## config.mk

```make
export PLATFORM = sky130hd
export DESIGN_NAME = vga_timing_monitor
export DESIGN_NICKNAME = d
export VERILOG_FILES = /design/src/rtl/vga_timing_monitor.sv
export SDC_FILE = /design/constraint.sdc
export NUM_CORES = 1
export LEC_CHECK = 0
export BUFFER_PORTS_ARGS = -buffer_cell sky130_fd_sc_hd__buf_2
export CAP_MARGIN = 25
export CORE_UTILIZATION = 50
export DETAILED_ROUTE_END_ITERATION = 10
export PLACE_DENSITY = 0.74
export SETUP_SLACK_MARGIN = 0.1
export SLEW_MARGIN = 20
export SYNTH_ARGS = -nofsm -noshare
export SYNTH_HDL_FRONTEND = slang
export SYNTH_SLANG_ARGS = --single-unit
```

## constraint.sdc

```tcl
create_clock -name clk -period 6 [get_ports clk]
set_input_delay 0.9 -clock clk [delete_from_list [all_inputs] [get_ports clk]]
set_output_delay 0.9 -clock clk [all_outputs]
set_load 0.1 [all_outputs]
```

## src/rtl/vga_timing_monitor.sv

```systemverilog
// Receive-side timing checker for a vga_if stream: measures line/frame periods and sync widths,
// reports lock and sticky errors. Define VGA_MON_CNT_CHECK_EN to also check hcount/vcount continuity.
module vga_timing_monitor #(
    parameter int H_TOTAL     = 1344,
    parameter int H_SYNC_W    = 136,
    parameter int V_TOTAL     = 806,
    parameter int V_SYNC_W    = 6,
    parameter int LOCK_FRAMES = 2
) (
    input  logic        clk,
    input  logic        rst,
    input  logic [10:0] hcount,
    input  logic [10:0] vcount,
    input  logic        hsync,
    input  logic        vsync,
    input  logic        hblnk,
    input  logic        vblnk,
    input  logic        clr,
    output logic        locked,
    output logic        err_hlen,
    output logic        err_hsw,
    output logic        err_vlen,
    output logic        err_vsw,
    output logic        err_cnt,
    output logic [10:0] meas_h_total,
    output logic [10:0] meas_v_total,
    output logic [15:0] frame_cnt
);

    localparam logic [10:0] HT     = 11'(H_TOTAL);
    localparam logic [10:0] HSW    = 11'(H_SYNC_W);
    localparam logic [10:0] VT     = 11'(V_TOTAL);
    localparam logic [10:0] VSW    = 11'(V_SYNC_W);
    localparam logic [3:0]  LOCK_N = 4'(LOCK_FRAMES);
    localparam logic [10:0] SAT    = 11'h7ff;

    typedef enum logic [1:0] {SEARCH, MEASURE, LOCKED} state_t;

    state_t      state, state_n;
    logic [3:0]  good_cnt, good_n;
    logic        hs_q, vs_q, hs_rise, hs_fall, vs_rise, vs_fall, active;
    logic [10:0] h_meas, hsw, v_meas, vsw, v_next;
    logic        h_armed, frame_err;
    logic        hlen_det, hsw_det, vlen_det, vsw_det, cnt_det, any_err;

    function automatic logic [10:0] sat_inc(input logic [10:0] x);
        return (x == SAT) ? x : x + 11'd1;
    endfunction

    // A saturated counter can never match, even if a parameter is 2047.
    function automatic logic mism(input logic [10:0] x, input logic [10:0] exp);
        return (x != exp) || (x == SAT);
    endfunction

    assign hs_rise = hsync & ~hs_q;
    assign hs_fall = ~hsync & hs_q;
    assign vs_rise = vsync & ~vs_q;
    assign vs_fall = ~vsync & vs_q;
    assign active  = (state != SEARCH);
    // A coincident hsync rise belongs to the frame that is ending.
    assign v_next  = hs_rise ? sat_inc(v_meas) : v_meas;

    assign hlen_det = active && h_armed && hs_rise && mism(h_meas, HT);
    assign hsw_det  = active && h_armed && hs_fall && mism(hsw, HSW);
    assign vlen_det = active && vs_rise && mism(v_next, VT);
    assign vsw_det  = active && vs_fall && mism(vsw, VSW);
    assign any_err  = hlen_det | hsw_det | vlen_det | vsw_det | cnt_det;
    assign locked   = (state == LOCKED);

`ifdef VGA_MON_CNT_CHECK_EN
    logic [10:0] prev_h, prev_v;
    logic        cnt_vld, cnt_bad;

    always_comb begin
        cnt_bad = 1'b1;
        if (hcount == prev_h + 11'd1)
            cnt_bad = (vcount != prev_v);
        else if (prev_h == HT - 11'd1 && hcount == 11'd0)
            cnt_bad = !((vcount == prev_v + 11'd1) || (prev_v == VT - 11'd1 && vcount == 11'd0));
    end

    always_ff @(posedge clk) begin
        if (rst) begin
            prev_h  <= '0;
            prev_v  <= '0;
            cnt_vld <= 1'b0;
        end else begin
            prev_h  <= hcount;
            prev_v  <= vcount;
            cnt_vld <= active;
        end
    end

    assign cnt_det = active && cnt_vld && cnt_bad;
`else
    logic unused_cnt;
    assign unused_cnt = ^{hcount, vcount};
    assign cnt_det    = 1'b0;
`endif

    logic unused_blnk;
    assign unused_blnk = ^{hblnk, vblnk};

    always_ff @(posedge clk) begin
        if (rst) begin
            state    <= SEARCH;
            good_cnt <= '0;
        end else begin
            state    <= state_n;
            good_cnt <= good_n;
        end
    end

    always_comb begin
        state_n = state;
        good_n  = good_cnt;
        case (state)
            SEARCH: if (vs_rise) begin
                state_n = MEASURE;
                good_n  = '0;
            end
            MEASURE: begin
                if (vs_rise) begin
                    if (frame_err || any_err) begin
                        good_n = '0;
                    end else if (good_cnt + 4'd1 >= LOCK_N) begin
                        good_n  = LOCK_N;
                        state_n = LOCKED;
                    end else begin
                        good_n = good_cnt + 4'd1;
                    end
                end else if (any_err) begin
                    good_n = '0;
                end
            end
            LOCKED: if (any_err) begin
                state_n = MEASURE;
                good_n  = '0;
            end
            default: state_n = SEARCH;
        endcase
    end

    always_ff @(posedge clk) begin
        if (rst) begin
            hs_q         <= 1'b0;
            vs_q         <= 1'b0;
            h_meas       <= '0;
            hsw          <= '0;
            v_meas       <= '0;
            vsw          <= '0;
            h_armed      <= 1'b0;
            frame_err    <= 1'b0;
            meas_h_total <= '0;
            meas_v_total <= '0;
            frame_cnt    <= '0;
            err_hlen     <= 1'b0;
            err_hsw      <= 1'b0;
            err_vlen     <= 1'b0;
            err_vsw      <= 1'b0;
            err_cnt      <= 1'b0;
        end else begin
            hs_q <= hsync;
            vs_q <= vsync;
            if (!active) begin
                h_meas    <= '0;
                hsw       <= '0;
                v_meas    <= '0;
                vsw       <= '0;
                h_armed   <= 1'b0;
                frame_err <= 1'b0;
            end else begin
                h_meas <= hs_rise ? 11'd1 : sat_inc(h_meas);
                if (hs_rise)    hsw <= 11'd1;
                else if (hsync) hsw <= sat_inc(hsw);
                if (hs_rise) h_armed <= 1'b1;
                if (hs_rise && h_armed) meas_h_total <= h_meas;
                if (vs_rise) begin
                    v_meas       <= '0;
                    vsw          <= {10'd0, hs_rise};
                    meas_v_total <= v_next;
                    frame_cnt    <= frame_cnt + 16'd1;
                end else begin
                    v_meas <= v_next;
                    if (hs_rise && vsync) vsw <= sat_inc(vsw);
                end
                frame_err <= vs_rise ? 1'b0 : (frame_err | any_err);
            end
            // A new error wins over a coincident clear.
            err_hlen <= hlen_det | (err_hlen & ~clr);
            err_hsw  <= hsw_det  | (err_hsw  & ~clr);
            err_vlen <= vlen_det | (err_vlen & ~clr);
            err_vsw  <= vsw_det  | (err_vsw  & ~clr);
            err_cnt  <= cnt_det  | (err_cnt  & ~clr);
        end
    end

endmodule
```

### After elaboration in Yosys (flattened, before gate mapping)

Index checks and enable logic that the tools add are counted.

* bits in registers: 97
* latch bits: 0
* RAM bits: 0
* ROM bits: 0
* input port bits: 29
* output and inout port bits: 44
* memories kept: 0

* add/sub/neg operators: 6
* $mul: 0
* divide/modulo/power cells: 0
* $lt $le $gt $ge: 1
* equal/unequal tests: 19
* shift-type cells: 0
* mux-type cells: 22
* bitwise gates (word level): 25
* reductions and logical operators: 32

Operators by type and width (number)
* == test 11 bit, second input constant: 5
* adder 11 x 1 -> 11 bit, second input constant: 4
* 2-to-1 mux 11 bit: 2
* 2-to-1 mux 4 bit: 5
* adder 16 x 1 -> 16 bit, second input constant: 1
* != test 2 bit, second input constant: 7
* AND reduction 2 bit: 7
* case mux 4 bit (3 select lines): 1
* logical AND 1 bit: 11
* != test 11 x 10 -> 1 bit, second input constant: 1
* != test 11 bit, second input constant: 1
* != test 11 x 3 -> 1 bit, second input constant: 1
* != test 11 x 8 -> 1 bit, second input constant: 1
* 2-to-1 mux 2 bit: 5
* bitwise AND 1 bit: 9
* 2-to-1 mux 1 bit: 8
* inverter 1 bit: 8
* OR 1 bit: 8
* case mux 2 bit (3 select lines): 1
* nonzero test 2 bit: 3
* OR reduction 3 bit: 2
* logical OR 1 bit: 5
* AND reduction 5 bit: 1
* adder 4 x 1 -> 4 bit, second input constant: 1
* other kinds (7): 7

### Logic depth before layout (Yosys ltp)

Gate-level depths: netlist of run 1.

* depth in word-level cells: 12
* depth in mapped cells: 10
* mapped depth without buffers: 9

### Least setup slack after synthesis of run 1

Ideal clock, no wire load.

* path type: input port to flip-flop
* start: in hsync
* end: reg state[0]
* setup time: 0.116 ns
* data arrival time: 2.458 ns
* required time: 5.884 ns
* setup slack: 3.425 ns
* cell stages on the path: 7
* buffers on the path: 0
* cell sequence: and4b_4 > nand2_4 > or4_4 > a21oi_2 > a31o_4 > a311oi_2 > o211a_1

* word-level cells in the longest chain between the ends: 10

Ends and longest elaborated chain
* from (decl): line 14 `input logic hsync,`
* bitwise AND 1 bit or inverter 1 bit (tied branches): line 55, 56
* 2-to-1 mux 11 bit or bitwise AND 1 bit (tied branches): line 61, 56
* != test 11 x 10 -> 1 bit, or another cell as far along: line 52 `return (x != exp) || (x == SAT);`
* logical OR 1 bit or logical AND 1 bit (tied branches): line 52, 64
* logical AND 1 bit or OR 1 bit (tied branches): line 65, 67
* OR 1 bit (*) (2 in series): line 67 `assign any_err = hlen_det | hsw_det | vlen_det | vsw_det | cnt_det;`
* logical OR 1 bit: line 124 `if (frame_err || any_err) begin`
* != test 2 bit (no line)
* AND reduction 5 bit (no line) (*)
* to (signal assigned): line 109 `state <= state_n;`
* to (decl): line 39 `state_t state, state_n;`

Every way passes the cells marked *; elsewhere a longest branch is shown, timed or not.
A chain may end at the register's enable or synchronous reset.

### Worst setup path in the final report of run 1

* start: reg state[0]
* end: reg state[0]

* word-level cells in the longest chain between the ends: 10

Ends and longest elaborated chain
* nonzero test 2 bit: line 59 `assign active = (state != SEARCH);`
* logical AND 1 bit: line 63, 64
* logical AND 1 bit, on equally long branches (2 in series): line 63, 64
* OR 1 bit (3 in series): line 67
* logical OR 1 bit: line 124
* != test 2 bit (no line)
* AND reduction 5 bit (no line)

Parallel ways exist; a longest one is shown, timed or not.

==> results.sh, run 1 <==
export IMPL_cts_sinks=97
export IMPL_grt_pass1_wl_mm=16.1
export IMPL_cts_made_buffers=9
export IMPL_synthAdderAreaFrac_pct=3.91
export IMPL_fin_crit_ns=2.93
export IMPL_status="finished clean"
export IMPL_setup_slack_ns=3.07
export IMPL_worst_pin_slew_ns=0.883
export IMPL_clock_fmax_ghz=0.341
export IMPL_io_buffers=48
export IMPL_vdd_ir_drop_max_uv=186
export IMPL_die_y_um=96.6
export IMPL_post_drt_wl_per_cell_um=13.7
export IMPL_tritoncts="built"
export IMPL_die_width_um=96.6
export IMPL_synth_area_leaders="dfxtp_1 (43%), nor2_1 (7.0%), nand2_1 (4.4%)"
export IMPL_synth_compound_area_share_pct=14.6
export IMPL_worst_r2r_setup_slack_ns=3.07
export IMPL_cts_root_buf="clkbuf_8"
export IMPL_seq_area_frac_synth_pct=43.4
export IMPL_drive_above_1_share_pct=15.1
export IMPL_synth_top_cell_by_area="dfxtp_1"
export IMPL_grt_pass1_vias=3605
export IMPL_yosys_area_top_type_share_pct=43.4
export IMPL_cts_setup_buffers=0
export IMPL_post_route_period_util_pct=48.9
export IMPL_syn_nets=562
export IMPL_cp_arrival_ns=3.19
export IMPL_final_setup_tns_ns=0
export IMPL_reg2reg_depth=9
export IMPL_n_fill_cell=830
export IMPL_post_place_ws_ns=2.72
export IMPL_yosys_warnings=0
export IMPL_synth_mux_area_share_pct=0.978
export IMPL_drc=0
export IMPL_grt_overflow=0
export IMPL_cp_end_kind="flop"
export IMPL_dp_hpwl_mm=6.53
export IMPL_drt_total_wl_mm=9.20
export IMPL_place_area_um2=4770
export IMPL_ys_seq_elements=97
export IMPL_fp_dieArea_um2=9340
export IMPL_hold_buffers=0
export IMPL_required_ns=6.26
export IMPL_grt_usage_pct=20.5
export IMPL_drt_iter0_drc=201
export IMPL_stdcell_area_um2=4990
export IMPL_initial_utilization_pct=51.6
export IMPL_synth_top_family_by_area="simple AND/OR/NAND/NOR gates"
export IMPL_synth_area_per_cell_um2=8.63
export IMPL_slew_violations=0
export IMPL_cts_max_path_buffers=2
export IMPL_critPathKind="reg -> reg"
export IMPL_rsz0062_at_grt="no"
export IMPL_dr_pass1_iters=4
export IMPL_async_flop_share_pct=0
export IMPL_synth_area_um2=4480
export IMPL_ant_nets=0
export IMPL_insertion_delay_ns=0.37
export IMPL_vias_per_cell=5.55
export IMPL_synthSimpleGateAreaFrac_pct=27.2
export IMPL_min_from="meas_h_total[7]"
export IMPL_synth_cells=519
export IMPL_grt_max_degree=55
export IMPL_p_leak_nw=1.89
export IMPL_final_hold_viol_count=0
export IMPL_r2r_start="state[0]"
export IMPL_max_slew_margin_pct=40.9
export IMPL_rows=34
export IMPL_nets=600
export IMPL_power_density_nw_per_um2=257
export IMPL_fin_worst_skew_ns=0.0114
export IMPL_crit_fanout=12
export IMPL_hold_path_class="reg -> reg"
export IMPL_ctsResizeCount=0
export IMPL_cts_clk_slew_worst_paths_ns=0.10
export IMPL_cp_start_kind="flop"
export IMPL_hold_depth=2
export IMPL_dp_cells=654
export IMPL_diodes=0
export IMPL_gp_congestion=0.928
export IMPL_ioPinCount=73
export IMPL_synth_cell_types=63
export IMPL_core_um2=8680
export IMPL_maxCapViolCount=0
export IMPL_synth_xor_area_share_pct=6.65
export IMPL_rr_endpoint="state[0]"
export IMPL_htreeDepth=3
export IMPL_setup_violations=0
export IMPL_vias=3718
export IMPL_final_cells=670
export IMPL_holdPathEnd="meas_h_total[7]"
export IMPL_synth_edf_count=0
export IMPL_antenna_found_initial=0
export IMPL_areaGrowthSynthToFinish_pct=11.3
export IMPL_synth_ff_type="dfxtp_1"
-- worst max-delay path, cell delays in order, from the launching register on --
cell and delay (ns):
dfxtp_1 0.40, inv_1 0.08, ha_1 0.34, or4bb_1 0.77
a41oi_1 0.35, or3_1 0.26, o31ai_1 0.09, a31oi_1 0.23
a311oi_2 0.08, o211a_1 0.24
-- sequential cells by signal, indices dropped and copies added, names as in the netlist, 2 cells and up --
signal	count
hsw	11
v_meas	11
meas_h_total	11
h_meas	11
meas_v_total	11
vsw	11
good_cnt	4
frame_cnt	16
state	2
-- metal layers --
metal,share of wire [%],global-route usage [%],vias up
met5,0,0,-
met4,1.5,5.86,0
met3,3.5,5.20,16
met2,49,35.8,65
met1,47,24.7,1741
li1,-,-,1896
-- synthesized netlist by cell type (4+ instances only) --
master    count
dfxtp_1      97
nor2_1       83
nand2_1      53
a21oi_1      38
xor2_1       22
clkbuf_1     19
nand3_1      19
nand4_1      16
ha_1         14
inv_1        14
xnor2_1      12
a211oi_1     10
nor3_1       10
o21ai_0       9
and3_1        8
or3_1         8
and2_1        5
a21o_1        4
a31oi_1       4
a41oi_1       4
and4_1        4
nand2b_1      4
nor4b_1       4
-- final cells by class --
| cell class | count | area (um2) | share of cell area, % |
|---|---|---|---|
| Timing Repair Buffer | 50 | 255 | 5.12 |
| Sequential cell | 97 | 1940 | 38.9 |
| Clock inverter | 7 | 87.6 | 1.76 |
| Multi-Input combinational cell | 385 | 2390 | 47.9 |
| Tap cell | 108 | 135 | 2.71 |
| Inverter | 14 | 52.6 | 1.05 |
| Clock buffer | 9 | 124 | 2.48 |
-- through the flow --
stage	power (mW)	hold WS [ns]	util (%)
finish	1.28	0.461	57.5
global route	1.33	0.489	57.5
CTS	1.29	0.460	57.5
detailed placement	0.848	0.445	55.0
global placement	0.842	0.440	55.0
floorplan	0.817	0.459	-
-- cells by family (layout without fill, tap and decap cells) --
kind of cell	after synthesis	count (layout)
AO/OA/AOI/OAI	93	93
XOR/XNOR	34	34
adder cells (fa/ha/maj)	14	14
buffers and inverters	37	80
flip-flops	97	97
multiplexers	4	4
AND/OR/NAND/NOR	240	240
-- placed cells by master (no fill, tap or decap), types with 2 or more instances in the layout --
master / netlist / routed
mux2i_1: 3 / 3
nand2_1: 53 / 53
dfxtp_1: 97 / 97
clkinvlp_4: 0 / 2
inv_8: 0 / 3
or4bb_1: 2 / 2
nor3b_2: 2 / 2
o31a_1: 3 / 3
a41oi_1: 4 / 4
buf_2: 3 / 48
nor3b_1: 2 / 2
and2_1: 5 / 5
nor4b_1: 4 / 4
xnor2_1: 12 / 12
nor4_1: 2 / 2
nand3_1: 19 / 19
o31ai_1: 2 / 2
nor2_1: 83 / 83
nand2b_1: 4 / 4
a211oi_1: 10 / 10
o211a_1: 2 / 2
or3_1: 8 / 8
a21oi_1: 38 / 38
nand4_1: 16 / 16
xor2_1: 22 / 22
nor2b_1: 3 / 3
ha_1: 14 / 14
o21ai_0: 9 / 9
inv_1: 14 / 14
and3_1: 8 / 8
a21o_1: 4 / 4
buf_4: 1 / 2
or3b_2: 2 / 2
nand3b_1: 2 / 2
a21boi_0: 3 / 3
a31oi_1: 4 / 4
nor3_1: 10 / 10
and4_1: 4 / 4
clkbuf_8: 0 / 9
-- how the worst max path moves through the flow --
stage | from | to
after floorplan | hsync | state[0]
after CTS | state[0] | state[0]
after global placement | hsync | state[1]
after global routing | state[0] | state[1]
after detailed placement | hsync | state[1]
final | state[0] | state[0]
-- power breakdown --
| group | internal [mW] | total [mW] | switching, mW |
|---|---|---|---|
| Clock | 0.202 | 0.447 | 0.245 |
| Sequential | 0.656 | 0.670 | 0.0132 |
| Combinational | 0.0448 | 0.163 | 0.119 |
| Total | 0.903 | 1.28 | 0.377 |
Power figures use the tool's default switching activity.
==> inputs of run 2 (changes only) <==
- clock period: 6 -> 2.8 ns (I/O delays scaled with it)
==> results.sh, run 2 (same netlist as run 1, synthesis figures left out) <==
export IMPL_vdd_ir_drop_max_uv=314
export IMPL_p_leak_nw=1.91
export IMPL_dp_hpwl_mm=6.60
export IMPL_grt_usage_pct=20.3
export IMPL_ioPinCount=73
export IMPL_post_drt_wl_per_cell_um=13.5
export IMPL_fin_worst_skew_ns=0.00988
export IMPL_setup_violations=0
export IMPL_rows=34
export IMPL_cp_startpoint="state[0]"
export IMPL_drive_above_1_share_pct=16.1
export IMPL_post_place_ws_ns=0.232
export IMPL_worst_pin_slew_ns=0.760
export IMPL_tritoncts="built"
export IMPL_largest_reg_flops=16
export IMPL_post_route_period_util_pct=90.8
export IMPL_whs_ns=0.230
export IMPL_status="finished clean"
export IMPL_die_y_um=96.6
export IMPL_n_fill_cell=801
export IMPL_p_seq_share_pct=54.7
export IMPL_hold_buffers=0
export IMPL_comb_power_share_pct=14.2
export IMPL_clock_fmax_ghz=0.393
export IMPL_setup_slack_ns=0.257
export IMPL_vias_per_cell=5.56
export IMPL_htreeDepth=3
export IMPL_cts_made_buffers=9
export IMPL_drt_total_wl_mm=9.16
export IMPL_initial_utilization_pct=51.6
export IMPL_slew_violations=0
export IMPL_maxCapViolCount=0
export IMPL_p_clk_share_pct=31.1
export IMPL_fp_dieArea_um2=9340
export IMPL_insertion_delay_ns=0.36
export IMPL_layout_common_cells="dfxtp_1 (97), nor2_1 (83), nand2_1 (53)"
export IMPL_power_internal_mw=1.87
export IMPL_max_slew_margin_pct=49.2
export IMPL_swShare_pct=28.7
export IMPL_nets=608
export IMPL_r2r_start="state[0]"
export IMPL_cpPeakStageDelay_ns=0.47
export IMPL_seq_area_um2=1940
export IMPL_gp_congestion=0.878
export IMPL_die_width_um=96.6
export IMPL_hold_path_class="in -> reg"
export IMPL_core_um2=8680
export IMPL_drt_iter0_drc=201
export IMPL_multi_input_area_um2=2400
export IMPL_fin_util_pct=57.8
export IMPL_diodes=0
export IMPL_rsz0062_at_grt="no"
export IMPL_vias=3770
export IMPL_cp_end_kind="flop"
export IMPL_switchingPower_uw=752
export IMPL_crit_slowest_cell="or3b_2"
export IMPL_cts_max_path_buffers=2
export IMPL_critPathKind="reg -> reg"
export IMPL_ant_nets=0
export IMPL_io_buffers=48
export IMPL_final_hold_viol_count=0
export IMPL_power_density_nw_per_um2=522
export IMPL_power_mw=2.62
export IMPL_min_from="clr"
export IMPL_grt_overflow=0
export IMPL_grt_pass1_wl_mm=15.8
export IMPL_antenna_found_initial=0
export IMPL_top_register="frame_cnt"
export IMPL_final_setup_tns_ns=0
export IMPL_dr_pass1_iters=4
export IMPL_areaGrowthSynthToFinish_pct=12.0
export IMPL_cts_root_buf="clkbuf_8"
export IMPL_fin_crit_ns=2.54
export IMPL_grt_max_degree=44
export IMPL_final_common_cell="dfxtp_1"
export IMPL_crit_fanout=9
export IMPL_cp_start_kind="flop"
export IMPL_grt_pass1_vias=3526
export IMPL_drc=0
export IMPL_critPathTopFamily="compound AO/OA/AOI/OAI gates"
export IMPL_cts_setup_buffers=0
export IMPL_required_ns=3.06
export IMPL_cts_clk_slew_worst_paths_ns=0.08
export IMPL_crit_chain="inv_1 > ha_1 > buf_4 > or3b_2 > a31oi_2 > or3_1 > a211oi_1 > a31oi_1 > a311oi_2 > o211a_1"
export IMPL_critPathBufInv=2
export IMPL_cp_arrival_ns=2.80
export IMPL_cts_sinks=97
## run 2: changes by cell type in the layout (fill, tap and decap cells not counted)
cell / change
buf_4: +8
inv_8: -3
clkbuf_1: +2
a31oi_1: -1
a31oi_2: +1
bufinv_16: -1
clkbuf_8: +1
clkinv_2: +1
## run 2: through the flow
step	cell area, um2	cells
3_3_place_gp	4830	662
4_1_cts	5010	678
5_1_grt	5010	678
2_1_floorplan	4480	519
3_5_place_dp	4830	662
6_report	5010	678
## run 2: routing by layer
metal	vias up	routed length, um	GRT usage [%]
met5	-	0	0
met4	0	105	5.63
met3	10	351	5.06
met2	66	4500	34.7
met1	1775	4200	25.2
li1	1919	-	-
## run 2: layout make-up
class | count | area share, %
multi-input combinational | 385 | 47.8
sequential | 97 | 38.7
timing repair buffer | 58 | 6.29
clock buffer | 12 | 2.89
tap | 108 | 2.69
inverter | 14 | 1.05
clock inverter | 4 | 0.574
## run 2: timing repair
item                                    CTS  global route
endpoints found under the setup margin    0             2
resized for setup                         0             1
endpoints found under the hold margin     0             0
## run 2: worst paths after layout
| path | slack, ns | to | depth (start not counted) |
|---|---|---|---|
| setup / recovery | 0.26 | state[0] | 10 |
| hold / removal | 0.23 | err_cnt | 2 |
| setup reg to reg | 0.26 | state[0] | 10 |
| hold reg to reg | 0.45 | meas_h_total[10] | 2 |
## run 2: power groups by stage
stage / registers (mW) / logic, mW / clock network (mW)
after floorplan: 1.55 / 0.205 / 0
final: 1.43 / 0.370 / 0.814
after global placement: 1.46 / 0.360 / 0
after global routing: 1.44 / 0.405 / 0.900
after CTS: 1.43 / 0.372 / 0.837
after detailed placement: 1.46 / 0.371 / 0
## run 2: worst register-to-register path, cell delays in order (launching register included)
cell	delay [ns]
dfxtp_1	0.40
inv_1	0.08
ha_1	0.24
buf_4	0.18
or3b_2	0.47
a31oi_2	0.22
or3_1	0.23
a211oi_1	0.07
a31oi_1	0.24
a311oi_2	0.08
o211a_1	0.23
